$ cat config.mk
export PLATFORM = sky130hd
export DESIGN_NAME = dma_mc_csr
export DESIGN_NICKNAME = d
export VERILOG_FILES = /design/src/rtl/dma_mc_csr.sv
export SDC_FILE = /design/constraint.sdc
export NUM_CORES = 1
export LEC_CHECK = 0
export BUFFER_PORTS_ARGS = -buffer_cell sky130_fd_sc_hd__buf_2
export CAP_MARGIN = 20
export CELL_PAD_IN_SITES_DETAIL_PLACEMENT = 2
export CELL_PAD_IN_SITES_GLOBAL_PLACEMENT = 2
export CORE_MARGIN = 2
export CORE_UTILIZATION = 43
export CTS_CLUSTER_SIZE = 16
export DETAILED_ROUTE_END_ITERATION = 8
export PLACE_DENSITY = 0.86
export SLEW_MARGIN = 20
export SYNTH_ARGS = -nofsm -noshare
export SYNTH_HDL_FRONTEND = slang
export SYNTH_SLANG_ARGS = --single-unit
$ cat constraint.sdc
create_clock -name clk -period 15.5 [get_ports clk]
set_input_delay 2.325 -clock clk [delete_from_list [all_inputs] [get_ports clk]]
set_output_delay 2.325 -clock clk [all_outputs]
set_load 0.03 [all_outputs]
$ cat src/rtl/dma_mc_csr.sv
// Multi-channel DMA register file with a round-robin beat sequencer and an aggregate irq.
// Latency: register writes are visible next cycle, rdata and irq are registered, beat_* is combinational from state.
// Backpressure: beat_ready low holds the granted beat, XFER and the rr pointer.
module dma_mc_csr #(
    parameter int          NUM_CH    = 4,
    parameter logic [31:0] BASE_ADDR = 32'h400,
    parameter logic [31:0] CH_STRIDE = 32'h20,
    parameter int          CNT_W     = 16
) (
    input  logic                                        clk,
    input  logic                                        rst_n,
    input  logic                                        wr_en,
    input  logic                                        rd_en,
    input  logic [31:0]                                 addr,
    input  logic [31:0]                                 wdata,
    output logic [31:0]                                 rdata,
    output logic                                        beat_valid,
    input  logic                                        beat_ready,
    output logic [((NUM_CH > 1) ? $clog2(NUM_CH) : 1)-1:0] beat_ch,
    output logic [31:0]                                 beat_src,
    output logic [31:0]                                 beat_dst,
    output logic                                        irq
);

    localparam int CH_W = (NUM_CH > 1) ? $clog2(NUM_CH) : 1;

    typedef enum logic [1:0] {
        ST_IDLE = 2'd0,
        ST_BUSY = 2'd1,
        ST_DONE = 2'd2,
        ST_ERR  = 2'd3
    } ch_state_e;

    typedef struct packed {
        ch_state_e        st;
        logic             done;
        logic             error;
        logic             irq_en;
        logic [CNT_W-1:0] count;
        logic [CNT_W-1:0] xfer;
        logic [31:0]      src;
        logic [31:0]      dst;
    } ch_regs_t;

    ch_regs_t ch_q [NUM_CH];
    ch_regs_t ch_d [NUM_CH];

    logic [CH_W-1:0]   rr_ptr;
    logic [CH_W-1:0]   grant;
    logic              grant_found;
    logic              beat_acc;
    logic [NUM_CH-1:0] busy;
    logic [NUM_CH-1:0] irq_status;
    logic [NUM_CH-1:0] ch_start;
    logic [NUM_CH-1:0] ch_abort;
    logic [NUM_CH-1:0] ch_acc;
    logic [NUM_CH-1:0] hit_ctrl;
    logic [NUM_CH-1:0] hit_count;
    logic [NUM_CH-1:0] hit_src;
    logic [NUM_CH-1:0] hit_dst;
    logic [NUM_CH-1:0] hit_status;
    logic [NUM_CH-1:0] hit_xfer;
    logic              hit_glb;
    logic [31:0]       rd_mux;

    function automatic logic [31:0] win(input int c);
        return BASE_ADDR + CH_STRIDE * 32'(c);
    endfunction

    function automatic logic [CH_W-1:0] wrap_idx(input int v);
        return (v >= NUM_CH) ? CH_W'(v - NUM_CH) : CH_W'(v);
    endfunction

    // Address decode and per-channel command strobes
    always_comb begin
        hit_ctrl   = '0;
        hit_count  = '0;
        hit_src    = '0;
        hit_dst    = '0;
        hit_status = '0;
        hit_xfer   = '0;
        ch_start   = '0;
        ch_abort   = '0;
        busy       = '0;
        irq_status = '0;
        for (int c = 0; c < NUM_CH; c++) begin
            hit_ctrl[c]   = (addr == win(c));
            hit_count[c]  = (addr == win(c) + 32'h04);
            hit_src[c]    = (addr == win(c) + 32'h08);
            hit_dst[c]    = (addr == win(c) + 32'h0C);
            hit_status[c] = (addr == win(c) + 32'h10);
            hit_xfer[c]   = (addr == win(c) + 32'h14);
            // abort in the same write suppresses start
            ch_start[c]   = wr_en & hit_ctrl[c] & wdata[0] & ~wdata[1];
            ch_abort[c]   = wr_en & hit_ctrl[c] & wdata[1];
            busy[c]       = (ch_q[c].st == ST_BUSY);
            irq_status[c] = ch_q[c].irq_en & (ch_q[c].done | ch_q[c].error);
        end
        hit_glb = (addr == BASE_ADDR + CH_STRIDE * 32'(NUM_CH));
    end

    // First busy channel at or after rr_ptr, cyclically
    always_comb begin
        grant       = '0;
        grant_found = 1'b0;
        for (int i = 0; i < NUM_CH; i++) begin
            if (!grant_found && busy[wrap_idx(int'(rr_ptr) + i)]) begin
                grant       = wrap_idx(int'(rr_ptr) + i);
                grant_found = 1'b1;
            end
        end
    end

    assign beat_valid = |busy;
    assign beat_acc   = beat_valid & beat_ready;
    assign beat_ch    = grant;
    assign beat_src   = beat_valid ? ch_q[grant].src + (32'(ch_q[grant].xfer) << 2) : '0;
    assign beat_dst   = beat_valid ? ch_q[grant].dst + (32'(ch_q[grant].xfer) << 2) : '0;

    always_comb begin
        ch_acc = '0;
        for (int c = 0; c < NUM_CH; c++) begin
            ch_acc[c] = beat_acc & (grant == CH_W'(c));
        end
    end

    // Channel next state: software writes first, hardware sets override W1C
    always_comb begin
        for (int c = 0; c < NUM_CH; c++) begin
            ch_d[c] = ch_q[c];
            if (wr_en) begin
                if (hit_ctrl[c])  ch_d[c].irq_en = wdata[2];
                if (hit_count[c]) ch_d[c].count  = wdata[CNT_W-1:0];
                if (hit_src[c])   ch_d[c].src    = wdata;
                if (hit_dst[c])   ch_d[c].dst    = wdata;
                if (hit_status[c]) begin
                    if (wdata[1]) ch_d[c].done  = 1'b0;
                    if (wdata[2]) ch_d[c].error = 1'b0;
                end
            end
            case (ch_q[c].st)
                ST_BUSY: begin
                    if (ch_acc[c]) ch_d[c].xfer = ch_q[c].xfer + CNT_W'(1);
                    if (ch_abort[c]) begin
                        ch_d[c].st    = ST_ERR;
                        ch_d[c].error = 1'b1;
                    end else if (ch_acc[c] && (ch_q[c].xfer + CNT_W'(1) == ch_q[c].count)) begin
                        ch_d[c].st   = ST_DONE;
                        ch_d[c].done = 1'b1;
                    end
                end
                default: begin
                    if (ch_start[c]) begin
                        if (ch_q[c].count == '0) begin
                            ch_d[c].st    = ST_ERR;
                            ch_d[c].error = 1'b1;
                        end else begin
                            ch_d[c].st    = ST_BUSY;
                            ch_d[c].xfer  = '0;
                            ch_d[c].done  = 1'b0;
                            ch_d[c].error = 1'b0;
                        end
                    end
                end
            endcase
        end
    end

    // Read mux over the pre-write state, so read-during-write returns the old value
    always_comb begin
        rd_mux = '0;
        for (int c = 0; c < NUM_CH; c++) begin
            if (hit_ctrl[c])   rd_mux = {29'b0, ch_q[c].irq_en, 2'b00};
            if (hit_count[c])  rd_mux = 32'(ch_q[c].count);
            if (hit_src[c])    rd_mux = ch_q[c].src;
            if (hit_dst[c])    rd_mux = ch_q[c].dst;
            if (hit_status[c]) rd_mux = {26'b0, ch_q[c].st, 1'b0, ch_q[c].error,
                                         ch_q[c].done, busy[c]};
            if (hit_xfer[c])   rd_mux = 32'(ch_q[c].xfer);
        end
        if (hit_glb) rd_mux = 32'(irq_status);
    end

    always_ff @(posedge clk or negedge rst_n) begin
        if (!rst_n) begin
            for (int c = 0; c < NUM_CH; c++) ch_q[c] <= '0;
        end else begin
            for (int c = 0; c < NUM_CH; c++) ch_q[c] <= ch_d[c];
        end
    end

    always_ff @(posedge clk or negedge rst_n) begin
        if (!rst_n) begin
            rr_ptr <= '0;
            rdata  <= '0;
            irq    <= 1'b0;
        end else begin
            if (beat_acc) rr_ptr <= wrap_idx(int'(grant) + 1);
            if (rd_en)    rdata  <= rd_mux;
            irq <= |irq_status;
        end
    end

endmodule

==> results of run 1 <==
-- cell families after synthesis --
family	after synthesis	synth area share (%)
XOR/XNOR	153	4.94
multiplexers	411	16.8
AND/OR/NAND/NOR	913	16.2
adder cells (fa/ha/maj)	42	1.99
flip-flops	439	40.5
buffers and inverters	249	3.79
AO/OA/AOI/OAI	648	15.7
-- worst min-delay path, stage by stage (launching register included) --
cell and delay (ns):
dfrtp_1 0.34, nand2b_1 0.07, o31ai_1 0.06
-- layer usage --
metal / GRT usage (%) / part of all wire, % / vias up
li1: - / - / 10600
met1: 51.3 / 38 / 13600
met2: 68.2 / 46 / 1460
met3: 9.29 / 8.4 / 516
met4: 27.8 / 7.2 / 2
met5: 0 / 0.0086 / -
-- sequential cells by signal (all words and copies together) (netlist names) --
signal / cells
rdata: 32
rr_ptr: 2
irq: 1
ch_q: 404
-- through the flow --
stage,instance area [sq um],util [%]
CTS,30400,48.4
finish,30400,48.5
global placement,28700,45.7
global route,30400,48.5
floorplan,27100,-
detailed placement,28700,45.7
-- Yosys cell counts, drive strengths merged, types with 35 or more instances --
| cell | n |
|---|---|
| a21oi | 79 |
| a22o | 40 |
| o21ai | 174 |
| xnor2 | 108 |
| inv | 40 |
| mux2i | 53 |
| and3 | 109 |
| nand3 | 59 |
| o22ai | 35 |
| a22oi | 78 |
| clkbuf | 159 |
| dfrtp | 439 |
| xor2 | 45 |
| a31oi | 71 |
| nand2 | 355 |
| nor2 | 170 |
| buf | 49 |
| ha | 40 |
| mux2 | 357 |
| nor4 | 43 |
| nor3 | 41 |
-- power by group --
part / total, mW / internal [mW] / switching (mW)
combinational: 0.289 / 0.0676 / 0.222
sequential: 1.19 / 1.16 / 0.0342
clock: 1.26 / 0.711 / 0.549
total: 2.74 / 1.94 / 0.805
-- path summary, 6_finish.rpt --
check	startpoint	endpoint	slack, ns	depth (start not counted)
setup / recovery	ch_q[200]$_DFFE_PN0P_	beat_src[30]	5.55	19
hold / removal	rdata[4]$_DFFE_PN0P_	rdata[4]$_DFFE_PN0P_	0.51	2
setup reg to reg	ch_q[200]$_DFFE_PN0P_	ch_q[200]$_DFFE_PN0P_	9.44	12
hold reg to reg	rdata[4]$_DFFE_PN0P_	rdata[4]$_DFFE_PN0P_	0.51	2
max in group asynchronous	rst_n	ch_q[21]$_DFFE_PN0P_	11.26	3
min in group asynchronous	rst_n	ch_q[299]$_DFF_PN0_	1.73	1
-- cell type report --
| class | count | area (sq um) |
|---|---|---|
| tap | 846 | 1060 |
| timing repair buffer | 225 | 1300 |
| clock buffer | 77 | 1520 |
| antenna | 4 | 10.0 |
| fill | 6526 | 32300 |
| clock inverter | 17 | 183 |
| inverter | 41 | 160 |
| sequential | 439 | 11000 |
| multi-input combinational | 2167 | 15200 |
==> results.md, run 1 <==
* Die Area at ~65,000 sq um
* Final setup viols at 0
* Net Count, Synth at slightly below 3,000
* H-tree Lvls at 2
* Synth unique cells at 74
* Most used DFF post-synth: dfrtp_1
* Number of synthesized flops with an enable pin at 0
* Netlist Area Pre-Place at 27,100 sq um
* Area Overhead vs Synth at 12.2%
* Commonest non-fill, non-tap cells in the layout: 439 x dfrtp_1, 357 x mux2_2, 354 x nand2_1
* Max_cap viols at 0
* Post-Synthesis Cells at 2,855
* Routed WL at roughly 140,000 microns
* Kind of critical path: flip-flop to output port
* CP cell instances: nor2b_1, and3_1, o21a_4, buf_4, buf_4, nand2_1, and3_1, a31oi_1, fa_1, a211oi_1, o21a_1, o211ai_1, a2111oi_0, o31ai_1, nor4b_2, and4_1, nand2_1, o21ai_0, buf_2
* Vias per std cell at between 6 and 7
* Fin Setup TNS at 0 ns
* CTS root buffer: clkbuf_16
* Top area cells in the synthesized netlist: dfrtp_1 40%, mux2_2 15%, nand2_1 4.9%
* Via count at approximately 26,000
* Share of the synthesized area in the top cell type at 40.5%
* Residual DRC count at 0
* Setup WS pre-CTS at 6.43 ns
* Non-Filler Instances at about 3,800
* Total power at 2.74 mW
* Count of pins over their slew limit at 0
* Worst setup SP type: flip-flop
* Seq/Total Area, Yosys at between 40% and 50%
* Pwr Density at ~90 nW/um^2
* Post-CTS setup buffer count at 0
* Maximum vdd ir drop at between 0.00008 and 0.00009 V
* Worst setup slack after layout at ~5.5 ns
* CTS clock-pin slew for the worst setup and hold paths at around 0.060 ns
* Critical Path RT at ~13 ns
* Slowest CP cell: buf_4
* Crit share post-route at about 64%
* Initial antenna violation count at 7
* Most common cell after layout, fill and taps aside: dfrtp_1
* Worst Hold Class: flip-flop to flip-flop
* First-pass GRT wire length at about 200,000 microns
* Initial drt markers at 2,670
* Pin count of the biggest net entering global routing at 96
* # clock sinks at approximately 440
* Clock Skews at 0.0361 ns
* F_max at 100 MHz
* Gpl congestion at ~1.0
* PostCTS Resize Cnt at 0
* Hold Fails Final Rpt at 0
* Hpwl dp at about 95,000 microns
* CP Buf/Inv Count at 3
* Tightest hold margin at just over 0.5 ns
* Die width at 255 microns
* Port buffer count at ~170
* GRT Residual Overflow at 0
* Initial Util at around 43%
* Hold buffers post-CTS at 0
* Leakage power at between 10 and 15 nW
* Status: finished clean
* Final min period at ~10 ns
* DIE HEIGHT at ~260 microns
* # rows at roughly 90
* Layout cell share with drive strength beyond 1 at a little under a quarter
* Largest delay share family, worst path: compound AO/OA/AOI/OAI gates
* CP arrival at between 7 and 8 ns
* CP endpoint kind: output port
* Asr flop ratio synth at 100%
* Vias in the first global route at between 20,000 and 30,000
* Detailed-route wire length per cell at between 30 and 40 microns
* Clock Path Buffers at 3
* Flop and latch count out of synthesis at around 440
* Worst skew pair latency at 0.65 ns
* Core ar. at 62,700 sq um
* Tot GR Track Use at a little over two fifths
* Syn. warnings at 0
* Detail Route Antenna Nets at 0
* RSZ-0062 raised after global routing: false
* Critical Path Max Stage Delay at ~0.90 ns
* Placed insts at 3,714
* Final net count at 3,037
* TritonCTS clock tree: built
* First-pass DRT Iterations at 5
* Synth Area per Inst at approximately 9.5 sq um
* Worst Tran Pin Value at 1.30 ns
* Largest area contributor in the synthesized netlist: dfrtp_1
* Cts bufs inserted at 52
* Slew headroom at between 10 and 15%
* Top-level I/O count at between 150 and 200
* CP Max Fanout at 89
Power figures use the tool's default switching activity.
==> run 2, diff against run 1 <==
Settings changed: CORE_UTILIZATION 43 to 40, PLACE_DENSITY 0.86 to 0.8.
Clock period 15.5 ns to 9.45 ns, I/O delays scaled along.
==> results.md, run 2 (synthesis results as in run 1) <==
* RSZ-0062 raised after global routing: false
* Kind of critical path: flip-flop to output port
* Pin count of the biggest net entering global routing at 160
* Slew headroom at a little under a fifth
* Port buffer count at between 150 and 200
* CP endpoint kind: output port
* Commonest non-fill, non-tap cells in the layout: 439 x dfrtp_1, 357 x mux2_2, 352 x nand2_1
* Clock Skews at roughly 0.03 ns
* Die width at 264 microns
* Layout cell share with drive strength beyond 1 at ~24%
* # clock sinks at 439
* Count of pins over their slew limit at 0
* Post-CTS setup buffer count at 0
* Gpl congestion at 0.984
* Routed WL at ~130,000 microns
* Biggest register: ch_q
* Detailed-route wire length per cell at between 30 and 40 microns
* Most common cell after layout, fill and taps aside: dfrtp_1
* CTS clock-pin slew for the worst setup and hold paths at ~0.060 ns
* Final min period at 8.12 ns
* Hpwl dp at 94,100 microns
* Area Overhead vs Synth at 12.9%
* First-pass DRT Iterations at 5
* # rows at 95
* Worst skew pair latency at roughly 0.63 ns
* Critical Path Max Stage Delay at about 0.64 ns
* Detail Route Antenna Nets at 0
* Critical Path RT at 8.03 ns
* Worst Hold Class: flip-flop to flip-flop
* Initial Util at about two fifths
* Cts bufs inserted at 54
* Clock Path Buffers at 3
* Fin util at 45.6%
* Regs by FF count: ch_q (404), rdata (32), rr_ptr (2)
* DIE HEIGHT at around 260 microns
* CP Max Fanout at 97
* First-pass GRT wire length at about 190,000 microns
* Worst setup SP type: flip-flop
* Maximum vdd ir drop at ~0.00015 V
* Vias per std cell at between 6 and 7
* Hold buffers post-CTS at 0
* Die Area at 70,000 sq um
* Final setup viols at 0
* Final net count at 3,042
* Hold Fails Final Rpt at 0
* Initial antenna violation count at 6
* Max_cap viols at 0
* Pwr Density at 150 nW/um^2
* F_max at 123 MHz
* CTS root buffer: clkbuf_16
* GRT Residual Overflow at 0
* Status: finished clean
* Vias in the first global route at around 28,000
* Worst Tran Pin Value at about 1.2 ns
* Tot GR Track Use at 37.5%
* TritonCTS clock tree: built
* Leakage power at approximately 14 nW
* CP arrival at approximately 6.7 ns
* Top-level I/O count at between 150 and 200
* Fin Setup TNS at 0 ns
* PostCTS Resize Cnt at 0
* Slowest CP cell: buf_6
* Residual DRC count at 0
* Core ar. at roughly 67,000 sq um
* Largest delay share family, worst path: compound AO/OA/AOI/OAI gates
* CP Buf/Inv Count at 2
* Crit share post-route at 85.9%
* Tightest hold margin at approximately 0.50 ns
* Via count at roughly 25,000
* CP cell instances: nor2b_1, and3_1, o21a_4, buf_6, nand2_1, and3_1, a31oi_1, ha_1, fa_1, a211oi_1, o21a_1, o211ai_1, a2111oi_0, o31ai_1, nor4b_2, and4_1, nand2_1, o21ai_0, buf_2
* Max reg flops at ~400
* H-tree Lvls at 2
* Initial drt markers at roughly 2,000
[run 2: changes by cell type in the layout (fill, tap and decap cells not counted), moves of 2 or more]
cell       change
buf_12         +2
bufinv_16      +2
nor2_1         -4
diode_2        -2
nand2_2        +2
nand2_1        -2
nor2_2         +4
clkinv_2       -2
clkbuf_8       +8
inv_6          +2
clkbuf_1       -6
[run 2: worst paths after layout]
kind,startpoint,end,slack [ns],depth (start not counted)
worst max-delay path,ch_q[201]$_DFFE_PN0P_,beat_src[30],1.33,19
worst min-delay path,rdata[4]$_DFFE_PN0P_,rdata[4]$_DFFE_PN0P_,0.50,2
worst max register to register,ch_q[302]$_DFFE_PN0P_,ch_q[301]$_DFFE_PN0P_,4.01,11
worst min register to register,rdata[4]$_DFFE_PN0P_,rdata[4]$_DFFE_PN0P_,0.50,2
max in group asynchronous,rst_n,ch_q[148]$_DFFE_PN0P_,6.99,2
min in group asynchronous,rst_n,irq$_DFF_PN0_,0.84,1
[run 2: power by group]
group          leakage, nW  internal [mW]  total [mW]  switching, mW
combinational         6.94          0.106       0.456          0.350
clock                0.905           1.29        2.19          0.902
sequential            6.10           1.90        1.96         0.0543
[run 2: area by class of cell]
cell class              instances  area [sq um]
fillers                      7122         36500
clock inverters                19           225
clock buffers                  79          1620
repair buffers                228          1340
flip-flops and latches        439         11000
diodes                          2          5.00
well taps                     873          1090
multi-input cells            2167         15200
inverters                      41           161
[run 2: metal layers]
metal | up-vias | routed length (microns) | global-route usage [%]
met5 | - | 46 | 0
met4 | 8 | 7950 | 20.3
met3 | 356 | 8850 | 6.56
met2 | 1040 | 62900 | 61.7
met1 | 13200 | 53100 | 47.1
li1 | 10600 | - | -
[run 2: worst reg2reg max path, cell delays in order (launching register included)]
cell and delay (ns):
dfrtp_1 0.40, and2b_1 0.43, a21oi_1 0.12, or3_2 0.51
clkinv_4 0.53, ha_1 0.39, nand3_1 0.70, nor4_1 0.77
nand3_1 0.21, nor4_1 0.69, nand4_1 0.28, a32o_1 0.28
[run 2: through the flow]
stage | power, mW | cells | cell area [sq um] | worst slack (ns)
global route | 4.72 | 3847 | 30700 | 0.915
detailed placement | 2.44 | 3746 | 28800 | 1.83
global placement | 2.42 | 3746 | 28800 | 2.08
floorplan | 2.19 | 2855 | 27100 | 2.50
finish | 4.60 | 3848 | 30700 | 1.33
CTS | 4.62 | 3844 | 30600 | 1.18
